## src/rtl/ultrasonic_ranger_if.sv

```systemverilog
// Signal bundle between the HC-SR04 ranger and the logic that consumes its readings.
//   echo        sensor echo line into the ranger (asynchronous to clk)
//   trig        sensor trigger pulse out of the ranger
//   dist_cm     last measured distance, centimetres (511 = timeout / saturated)
//   dist_valid  one-cycle strobe when dist_cm/timeout change
//   timeout     the reported sample had no echo or an overlong echo
//   sens_ult    debounced presence level
//   sens_pulse  one-cycle strobe on each rising edge of sens_ult
// master: the ranger itself. slave: the sensor/consumer side (and the testbench).
interface ultrasonic_ranger_if;
  logic       echo;
  logic       trig;
  logic [8:0] dist_cm;
  logic       dist_valid;
  logic       timeout;
  logic       sens_ult;
  logic       sens_pulse;

  modport master (
    input  echo,
    output trig, dist_cm, dist_valid, timeout, sens_ult, sens_pulse
  );

  modport slave (
    output echo,
    input  trig, dist_cm, dist_valid, timeout, sens_ult, sens_pulse
  );
endinterface

```

## src/rtl/ultrasonic_ranger.sv

```systemverilog
// HC-SR04 ultrasonic ranger.
// Fires a trigger pulse every PERIOD_MS, times the echo pulse in microseconds,
// converts it to centimetres and reports one sample per trigger period. The
// samples are filtered into a debounced presence level (sens_ult) that feeds
// the pet FSM's "diversion" input; dist_cm is meant for debug / 7-seg display.
// Ports:
//   clk   system clock
//   rst   asynchronous reset, active low
//   bus   ultrasonic_ranger_if.master (echo in; trig, dist_cm, dist_valid,
//         timeout, sens_ult, sens_pulse out)
module ultrasonic_ranger #(
  parameter int unsigned CLK_HZ          = 50_000_000,
  parameter int unsigned TRIG_US         = 10,
  parameter int unsigned PERIOD_MS       = 60,
  parameter int unsigned ECHO_TIMEOUT_US = 30000,
  parameter int unsigned US_PER_CM       = 58,
  parameter int unsigned NEAR_CM         = 15,
  parameter int unsigned CONFIRM         = 3
) (
  input  logic                 clk,
  input  logic                 rst,
  ultrasonic_ranger_if.master  bus
);

  localparam int unsigned DIV       = CLK_HZ / 1_000_000;
  localparam int unsigned PERIOD_US = PERIOD_MS * 1000;

  localparam int PRE_W = $clog2(DIV + 1);
  localparam int TRG_W = $clog2(TRIG_US + 1);
  localparam int PER_W = $clog2(PERIOD_US + 1);
  localparam int WID_W = $clog2(ECHO_TIMEOUT_US + 1);
  localparam int SUB_W = $clog2(US_PER_CM + 1);

  localparam logic [PRE_W-1:0] PRE_LAST     = PRE_W'(DIV - 1);
  localparam logic [TRG_W-1:0] TRIG_LAST    = TRG_W'(TRIG_US - 1);
  localparam logic [PER_W-1:0] PERIOD_LAST  = PER_W'(PERIOD_US - 1);
  localparam logic [WID_W-1:0] TO_LAST      = WID_W'(ECHO_TIMEOUT_US - 1);
  localparam logic [SUB_W-1:0] SUB_LAST     = SUB_W'(US_PER_CM - 1);
  localparam logic [8:0]       CM_MAX       = 9'd511;
  localparam logic [8:0]       NEAR_LIM     = 9'(NEAR_CM);
  localparam logic [3:0]       CONFIRM_LAST = 4'(CONFIRM - 1);

  typedef enum logic [2:0] {
    IDLE,
    TRIG,
    WAIT_ECHO,
    MEASURE,
    HOLDOFF
  } state_t;

  state_t state_reg, state_next;

  // ---------------------------------------------------------------- time base
  logic [PRE_W-1:0] pre_cnt_reg;
  logic             us_tick;

  assign us_tick = (pre_cnt_reg == PRE_LAST);

  always_ff @(posedge clk or negedge rst) begin
    if (!rst) begin
      pre_cnt_reg <= '0;
    end else if (us_tick) begin
      pre_cnt_reg <= '0;
    end else begin
      pre_cnt_reg <= pre_cnt_reg + PRE_W'(1);
    end
  end

  // ------------------------------------------------------------- echo input
  // Two flops of synchronisation, a third to detect edges on echo_s.
  logic echo_meta_reg, echo_s_reg, echo_d_reg;
  logic echo_rise, echo_fall;

  always_ff @(posedge clk or negedge rst) begin
    if (!rst) begin
      echo_meta_reg <= 1'b0;
      echo_s_reg    <= 1'b0;
      echo_d_reg    <= 1'b0;
    end else begin
      echo_meta_reg <= bus.echo;
      echo_s_reg    <= echo_meta_reg;
      echo_d_reg    <= echo_s_reg;
    end
  end

  assign echo_rise = echo_s_reg & ~echo_d_reg;
  assign echo_fall = ~echo_s_reg & echo_d_reg;

  // -------------------------------------------------------------- counters
  logic [TRG_W-1:0] trig_cnt_reg;
  logic [PER_W-1:0] period_cnt_reg;
  logic [WID_W-1:0] wait_cnt_reg;   // echo wait time in WAIT_ECHO, echo width in MEASURE
  logic [SUB_W-1:0] us_sub_reg;
  logic [8:0]       cm_reg;

  logic       trig_last, wait_last, period_done, sub_wrap;
  logic [8:0] cm_now;

  assign trig_last   = us_tick && (trig_cnt_reg == TRIG_LAST);
  assign wait_last   = us_tick && (wait_cnt_reg == TO_LAST);
  assign period_done = (period_cnt_reg == PERIOD_LAST);
  assign sub_wrap    = us_tick && (us_sub_reg == SUB_LAST);
  // Centimetre count including the current tick, so the microsecond on which
  // the fall is seen is still part of the reported width.
  assign cm_now      = (sub_wrap && (cm_reg != CM_MAX)) ? cm_reg + 9'd1 : cm_reg;

  // ------------------------------------------------------------------- FSM
  logic enter_trig, enter_wait, enter_meas, report, report_to;

  always_ff @(posedge clk or negedge rst) begin
    if (!rst) begin
      state_reg <= IDLE;
    end else begin
      state_reg <= state_next;
    end
  end

  always_comb begin
    state_next = state_reg;
    enter_trig = 1'b0;
    enter_wait = 1'b0;
    enter_meas = 1'b0;
    report     = 1'b0;
    report_to  = 1'b0;
    case (state_reg)
      IDLE: begin
        state_next = TRIG;
        enter_trig = 1'b1;
      end
      TRIG: begin
        if (trig_last) begin
          state_next = WAIT_ECHO;
          enter_wait = 1'b1;
        end
      end
      WAIT_ECHO: begin
        // An echo already high on entry never produces a rise here, so it
        // ends as a timeout sample.
        if (echo_rise) begin
          state_next = MEASURE;
          enter_meas = 1'b1;
        end else if (wait_last) begin
          state_next = HOLDOFF;
          report     = 1'b1;
          report_to  = 1'b1;
        end
      end
      MEASURE: begin
        if (echo_fall) begin
          state_next = HOLDOFF;
          report     = 1'b1;
        end else if (wait_last) begin
          state_next = HOLDOFF;
          report     = 1'b1;
          report_to  = 1'b1;
        end
      end
      HOLDOFF: begin
        // Never re-trigger while the sensor is still echoing; the period
        // stretches instead.
        if (period_done && !echo_s_reg) begin
          state_next = TRIG;
          enter_trig = 1'b1;
        end
      end
      default: begin
        state_next = IDLE;
      end
    endcase
  end

  always_ff @(posedge clk or negedge rst) begin
    if (!rst) begin
      trig_cnt_reg   <= '0;
      period_cnt_reg <= '0;
      wait_cnt_reg   <= '0;
      us_sub_reg     <= '0;
      cm_reg         <= '0;
    end else begin
      if (enter_trig) begin
        period_cnt_reg <= '0;
      end else if (us_tick && !period_done) begin
        period_cnt_reg <= period_cnt_reg + PER_W'(1);
      end

      if (enter_trig) begin
        trig_cnt_reg <= '0;
      end else if ((state_reg == TRIG) && us_tick) begin
        trig_cnt_reg <= trig_cnt_reg + TRG_W'(1);
      end

      if (enter_wait || enter_meas) begin
        wait_cnt_reg <= '0;
      end else if (((state_reg == WAIT_ECHO) || (state_reg == MEASURE)) && us_tick) begin
        wait_cnt_reg <= wait_cnt_reg + WID_W'(1);
      end

      if (enter_meas) begin
        us_sub_reg <= '0;
        cm_reg     <= '0;
      end else if ((state_reg == MEASURE) && us_tick) begin
        us_sub_reg <= sub_wrap ? '0 : us_sub_reg + SUB_W'(1);
        cm_reg     <= cm_now;
      end
    end
  end

  // ------------------------------------------------- outputs and presence filter
  logic       trig_reg, dist_valid_reg, timeout_reg, sens_ult_reg, sens_pulse_reg;
  logic [8:0] dist_cm_reg;
  logic [3:0] run_cnt_reg;
  logic       sample_near;

  // The filter acts on the sample being reported, so sens_ult changes in the
  // same cycle as the dist_valid that caused it.
  assign sample_near = !report_to && (cm_now < NEAR_LIM);

  always_ff @(posedge clk or negedge rst) begin
    if (!rst) begin
      trig_reg       <= 1'b0;
      dist_valid_reg <= 1'b0;
      dist_cm_reg    <= '0;
      timeout_reg    <= 1'b0;
      sens_ult_reg   <= 1'b0;
      sens_pulse_reg <= 1'b0;
      run_cnt_reg    <= '0;
    end else begin
      trig_reg       <= (state_next == TRIG);
      dist_valid_reg <= report;
      sens_pulse_reg <= 1'b0;
      if (report) begin
        dist_cm_reg <= report_to ? CM_MAX : cm_now;
        timeout_reg <= report_to;
        if (sample_near != sens_ult_reg) begin
          if (run_cnt_reg == CONFIRM_LAST) begin
            sens_ult_reg   <= ~sens_ult_reg;
            sens_pulse_reg <= ~sens_ult_reg;
            run_cnt_reg    <= '0;
          end else begin
            run_cnt_reg <= run_cnt_reg + 4'd1;
          end
        end else begin
          run_cnt_reg <= '0;
        end
      end
    end
  end

  assign bus.trig       = trig_reg;
  assign bus.dist_cm    = dist_cm_reg;
  assign bus.dist_valid = dist_valid_reg;
  assign bus.timeout    = timeout_reg;
  assign bus.sens_ult   = sens_ult_reg;
  assign bus.sens_pulse = sens_pulse_reg;

endmodule
```

## src/flat_wrapper.sv

```systemverilog
// flat-port wrapper written by rule: the top's interface ports become plain ports
module ultrasonic_ranger_flat 
#(
  parameter int unsigned CLK_HZ          = 50_000_000,
  parameter int unsigned TRIG_US         = 10,
  parameter int unsigned PERIOD_MS       = 60,
  parameter int unsigned ECHO_TIMEOUT_US = 30000,
  parameter int unsigned US_PER_CM       = 58,
  parameter int unsigned NEAR_CM         = 15,
  parameter int unsigned CONFIRM         = 3
)
  (clk, rst, bus_echo, bus_trig, bus_dist_cm, bus_dist_valid, bus_timeout, bus_sens_ult, bus_sens_pulse);
  ultrasonic_ranger_if bus_i ();
  input  logic clk;
  input  logic rst;
  input wire logic [$bits(bus_i.echo)-1:0] bus_echo;
  output wire logic [$bits(bus_i.trig)-1:0] bus_trig;
  output wire logic [$bits(bus_i.dist_cm)-1:0] bus_dist_cm;
  output wire logic [$bits(bus_i.dist_valid)-1:0] bus_dist_valid;
  output wire logic [$bits(bus_i.timeout)-1:0] bus_timeout;
  output wire logic [$bits(bus_i.sens_ult)-1:0] bus_sens_ult;
  output wire logic [$bits(bus_i.sens_pulse)-1:0] bus_sens_pulse;
  assign bus_i.echo = bus_echo;
  assign bus_trig = bus_i.trig;
  assign bus_dist_cm = bus_i.dist_cm;
  assign bus_dist_valid = bus_i.dist_valid;
  assign bus_timeout = bus_i.timeout;
  assign bus_sens_ult = bus_i.sens_ult;
  assign bus_sens_pulse = bus_i.sens_pulse;
  ultrasonic_ranger #(.CLK_HZ(CLK_HZ), .TRIG_US(TRIG_US), .PERIOD_MS(PERIOD_MS), .ECHO_TIMEOUT_US(ECHO_TIMEOUT_US), .US_PER_CM(US_PER_CM), .NEAR_CM(NEAR_CM), .CONFIRM(CONFIRM)) u_core (.clk(clk), .rst(rst), .bus(bus_i));
endmodule
```

## config.mk

```make
export PLATFORM = sky130hd
export DESIGN_NAME = ultrasonic_ranger_flat
export DESIGN_NICKNAME = d
export VERILOG_FILES = /design/src/rtl/ultrasonic_ranger_if.sv /design/src/rtl/ultrasonic_ranger.sv /design/src/flat_wrapper.sv
export SDC_FILE = /design/constraint.sdc
export NUM_CORES = 1
export LEC_CHECK = 0
export ABC_CLOCK_PERIOD_IN_PS = 3500
export CORE_UTILIZATION = 25
export DETAILED_ROUTE_END_ITERATION = 6
export SLEW_MARGIN = 25
export SYNTH_ARGS = -nofsm -noshare
export SYNTH_HDL_FRONTEND = slang
export SYNTH_SLANG_ARGS = --single-unit
```

## constraint.sdc

```tcl
create_clock -name clk -period 3.5 [get_ports clk]
set_input_delay 0.35 -clock clk [delete_from_list [all_inputs] [get_ports clk]]
set_output_delay 0.35 -clock clk [all_outputs]
set_load 0.05 [all_outputs]
```

==> impl_summary.md <==
Power
Power spread over the standard cell area amounts to 407 nW/µm². The clock share of power is 53.3%. The analysis attributes to cell leakage a power of 0.00223 µW. Of the total power, the share spent switching nets is 18.5%. In this run, the combinational gates consume 1.0% of the power. The switching power is 377 µW. IR analysis of the VDD net gives a maximum drop of 233 µV.

The internal power of the cells totals 1660 µW. Of the total power, registers draw 45.7%.

Route
The final routed wire length divided by cell count is 12.6 µm. The count of unresolved DRC violations after routing is 0. The post-route antenna net violation count is 0. After detailed routing, the number of vias per cell comes to 4.71.

The length of the first detailed-routing pass in iterations is 4. The number of DRC markers in iteration 0 is 245. The final route contains 3225 vias.

The total routed wirelength is 8.62 mm.

Yosys
The number of distinct standard cells referenced by the synthesized netlist is 55. The multiplexer share of the synthesized area is 0.501%. The sequential-to-total area share from yosys stat is 47.2%.

The net count after synthesis is 458. The cell area after technology mapping is 4250 µm². The most instantiated flip-flop cell in the synthesis netlist is sky130_fd_sc_hd__dfrtp_1. By area, the combinational part of the netlist is dominated by simple AND/OR/NAND/NOR gates.

The area fraction in compound gates after synthesis is 11.8%. The count of synthesis-stage warnings from yosys is 0. Yosys mapped a number of flops with a built-in enable equal to 0. The fraction of the mapped netlist area in adder cells is 3.54%. The cell count after synthesis came out at 443. The simple-gate area share of the yosys netlist is 26.1%. The register bit count reported by yosys is 80. The share of async-settable or async-resettable flops after synthesis is 100%. A synthesized cell averages 9.58 µm². The share of the synthesized netlist area taken by xor and xnor gates is 8.66%.

Global route
The total grt overflow is 0. Across every metal layer, demand over resource in global routing totals 10.5%. The wire length of the first global-routing pass is 15.1 mm. The number of global-route vias before repair was 3171. The number of antenna violations at the first check in global routing is 0. The most utilized layer in the global route result is met2. The met3 usage in global routing is 2.77%. The met1 demand-to-capacity share in global routing is 14.3%. Entering global routing, the biggest net connects 81 pins. The met2 demand-to-capacity share in global routing is 16.3%.

Cells and area
The multi-input combinational cell area is 2150 µm². The share of post-route cells with drive strength above 1 is 7.97%. Leaving out fill and tap cells, the most frequent cells in the layout are 80 x sky130_fd_sc_hd__dfrtp_1, 71 x sky130_fd_sc_hd__nor2_1, 37 x sky130_fd_sc_hd__nand2_1. Fill cells in the final layout number 1693. The repair_antennas step left the layout with diodes totalling 0. After the last flow step, the layout net total stands at 476.

The register with the most flip-flops in the layout has 16 of them. The library cell used most frequently in the layout, excluding fill and tap cells, is sky130_fd_sc_hd__dfrtp_1. Cells fill 30.2% of the core in the end. The layout overhead on the synthesized area is 17.8%. Summing all flip-flop and latch instances after layout gives 2000 µm².

Min path
The worst min-delay path category is input port to asynchronous set/reset pin.

Clocking
In this run, post-CTS hold repair placed 0 buffers. CTS built an H-tree with a depth of 3. Gates resized during post-CTS repair numbered 0. The maximum number of buffers from clock root to sink is 2. The number of CTS-inserted buffers is 9.

The root buffer cell is sky130_fd_sc_hd__clkbuf_16. The number of buffers inserted to repair setup after CTS is 0. Clock latency on the worst-skew pair, taken at its later pin, is 0.34 ns. The CTS clock-pin slew for the worst setup and hold paths is 0.06 ns. The CTS sink count is 80. The clock tree from TritonCTS is done.

Timing
The worst relative slew slack is 29.7%. The number of pins with negative max-slew slack in the final report was 0. The final clock skew is 0.00809 ns. The maximum operating frequency is 305 MHz. For the pin with the worst max-slew slack, the measured transition is 1.05 ns.

Adding up every negative setup slack in the final design gives 0 ns. The final worst-path cycle share is 93.7%. Setup repair after global routing left no endpoint under its margin. The setup-violating endpoint count in the final report is 0. The clock period could shrink to 3.28 ns. The count of final hold-check violations is 0.

Setup path
The worst setup path is captured at a flip-flop. The data required time of the critical path is 3.74 ns. For the worst setup path, the data arrival time is 3.52 ns. The path type of the worst setup path is flip-flop to flip-flop.

The sort of element at the start of the critical path is a flip-flop. In this run the worst path has a maximum fanout of 9.

Die
The number of rows created at floorplan is 47. The number of top-level design ports is 17. The floorplan step defined a die boundary enclosing 17500 µm². The initial standard-cell utilization of the core is 25.6%. The floorplan step set the die height to 132 µm. In this run the horizontal extent of the chip is 132 µm. The core region is 16600 µm².

Place
Detailed placement ended at an HPWL of 5.87 mm. At the end of routability-driven placement, the weighted congestion stood at 0.816. The number of buffer cells added on primary ports is 16.

Run status
The run finished with clean final reports.

Run
The max capacitance violation total is 0.
logic make-up after synthesis:
kind of cell,count (synthesis)
compound gates,74
buf+inv,22
xor+xnor,42
mux,2
simple gates,211
flops,80
fa+ha+maj,12
routing by layer:
metal	part of all wire, %	wire [µm]
met1	50	4310
met2	45	3870
met3	3.9	332
met4	1.3	110
met5	0	0
final cells by class:
type | count | share of cell area [%]
inverter | 8 | 0.600
sequential | 80 | 40.0
clock inverter | 3 | 1.80
tap | 220 | 5.50
timing repair buffer | 21 | 3.98
clock buffer | 11 | 5.05
multi-input combinational | 341 | 43.0
power by group through the flow:
stage	sequential [µW]	clock, µW	combinational, µW
after detailed placement	945	0	22.8
final	929	1080	21.2
after global routing	928	1160	26.0
after floorplan	945	0	1.30
after CTS	928	1120	22.8
after global placement	945	0	21.6
final timing paths:
path                       depth (start not counted)                     end            startpoint  slack [ns]
max                                               12   u_core.run_cnt_reg[0]      u_core.cm_reg[0]        0.22
min in group clk                                   0       u_core.echo_s_reg  u_core.echo_meta_reg        0.36
max in group asynchronous                          1  u_core.trig_cnt_reg[1]                   rst        2.95
min                                                1   u_core.bus.dist_cm[5]                   rst        0.06
min reg2reg                                        0       u_core.echo_s_reg  u_core.echo_meta_reg        0.36
max reg2reg                                       12   u_core.run_cnt_reg[0]      u_core.cm_reg[0]        0.22
worst max-delay path, stage by stage, from the launching register on:
cell and delay [ns]:
sky130_fd_sc_hd__dfrtp_1 0.45, sky130_fd_sc_hd__ha_1 0.32, sky130_fd_sc_hd__and3_1 0.20, sky130_fd_sc_hd__and3_1 0.20, sky130_fd_sc_hd__and3_1 0.19, sky130_fd_sc_hd__ha_1 0.23, sky130_fd_sc_hd__and3b_1 0.26, sky130_fd_sc_hd__nand4_2 0.23
sky130_fd_sc_hd__nor4_1 0.33, sky130_fd_sc_hd__o32a_4 0.25, sky130_fd_sc_hd__and4_4 0.26, sky130_fd_sc_hd__nor2_4 0.06, sky130_fd_sc_hd__o31ai_2 0.20
Yosys cell counts (9+ instances only):
master                     instances  area [µm²]
sky130_fd_sc_hd__and3_1           12        75.1
sky130_fd_sc_hd__nor3_1           11        55.1
sky130_fd_sc_hd__xor2_1           25         219
sky130_fd_sc_hd__o21ai_0          23         115
sky130_fd_sc_hd__nand4_1          11        68.8
sky130_fd_sc_hd__clkbuf_1          9        33.8
sky130_fd_sc_hd__dfrtp_1          80        2000
sky130_fd_sc_hd__ha_1             12         150
sky130_fd_sc_hd__nand3_1          21         105
sky130_fd_sc_hd__a21oi_1          17        85.1
sky130_fd_sc_hd__nor2_1           71         267
sky130_fd_sc_hd__xnor2_1          17         149
sky130_fd_sc_hd__nand2_1          37         139
per-stage QoR:
step	hold slack [ns]	cells	worst slack (ns)	total power (µW)	area (µm²)
after floorplan	0.0544	443	0.422	946	4250
after global placement	0.338	670	0.342	967	4660
after detailed placement	0.345	670	0.207	968	4660
after CTS	0.240	684	0.187	2070	5000
after global routing	0.128	684	0.0349	2110	5000
final	0.0554	684	0.220	2030	5000
Power figures use the tool's default switching activity.
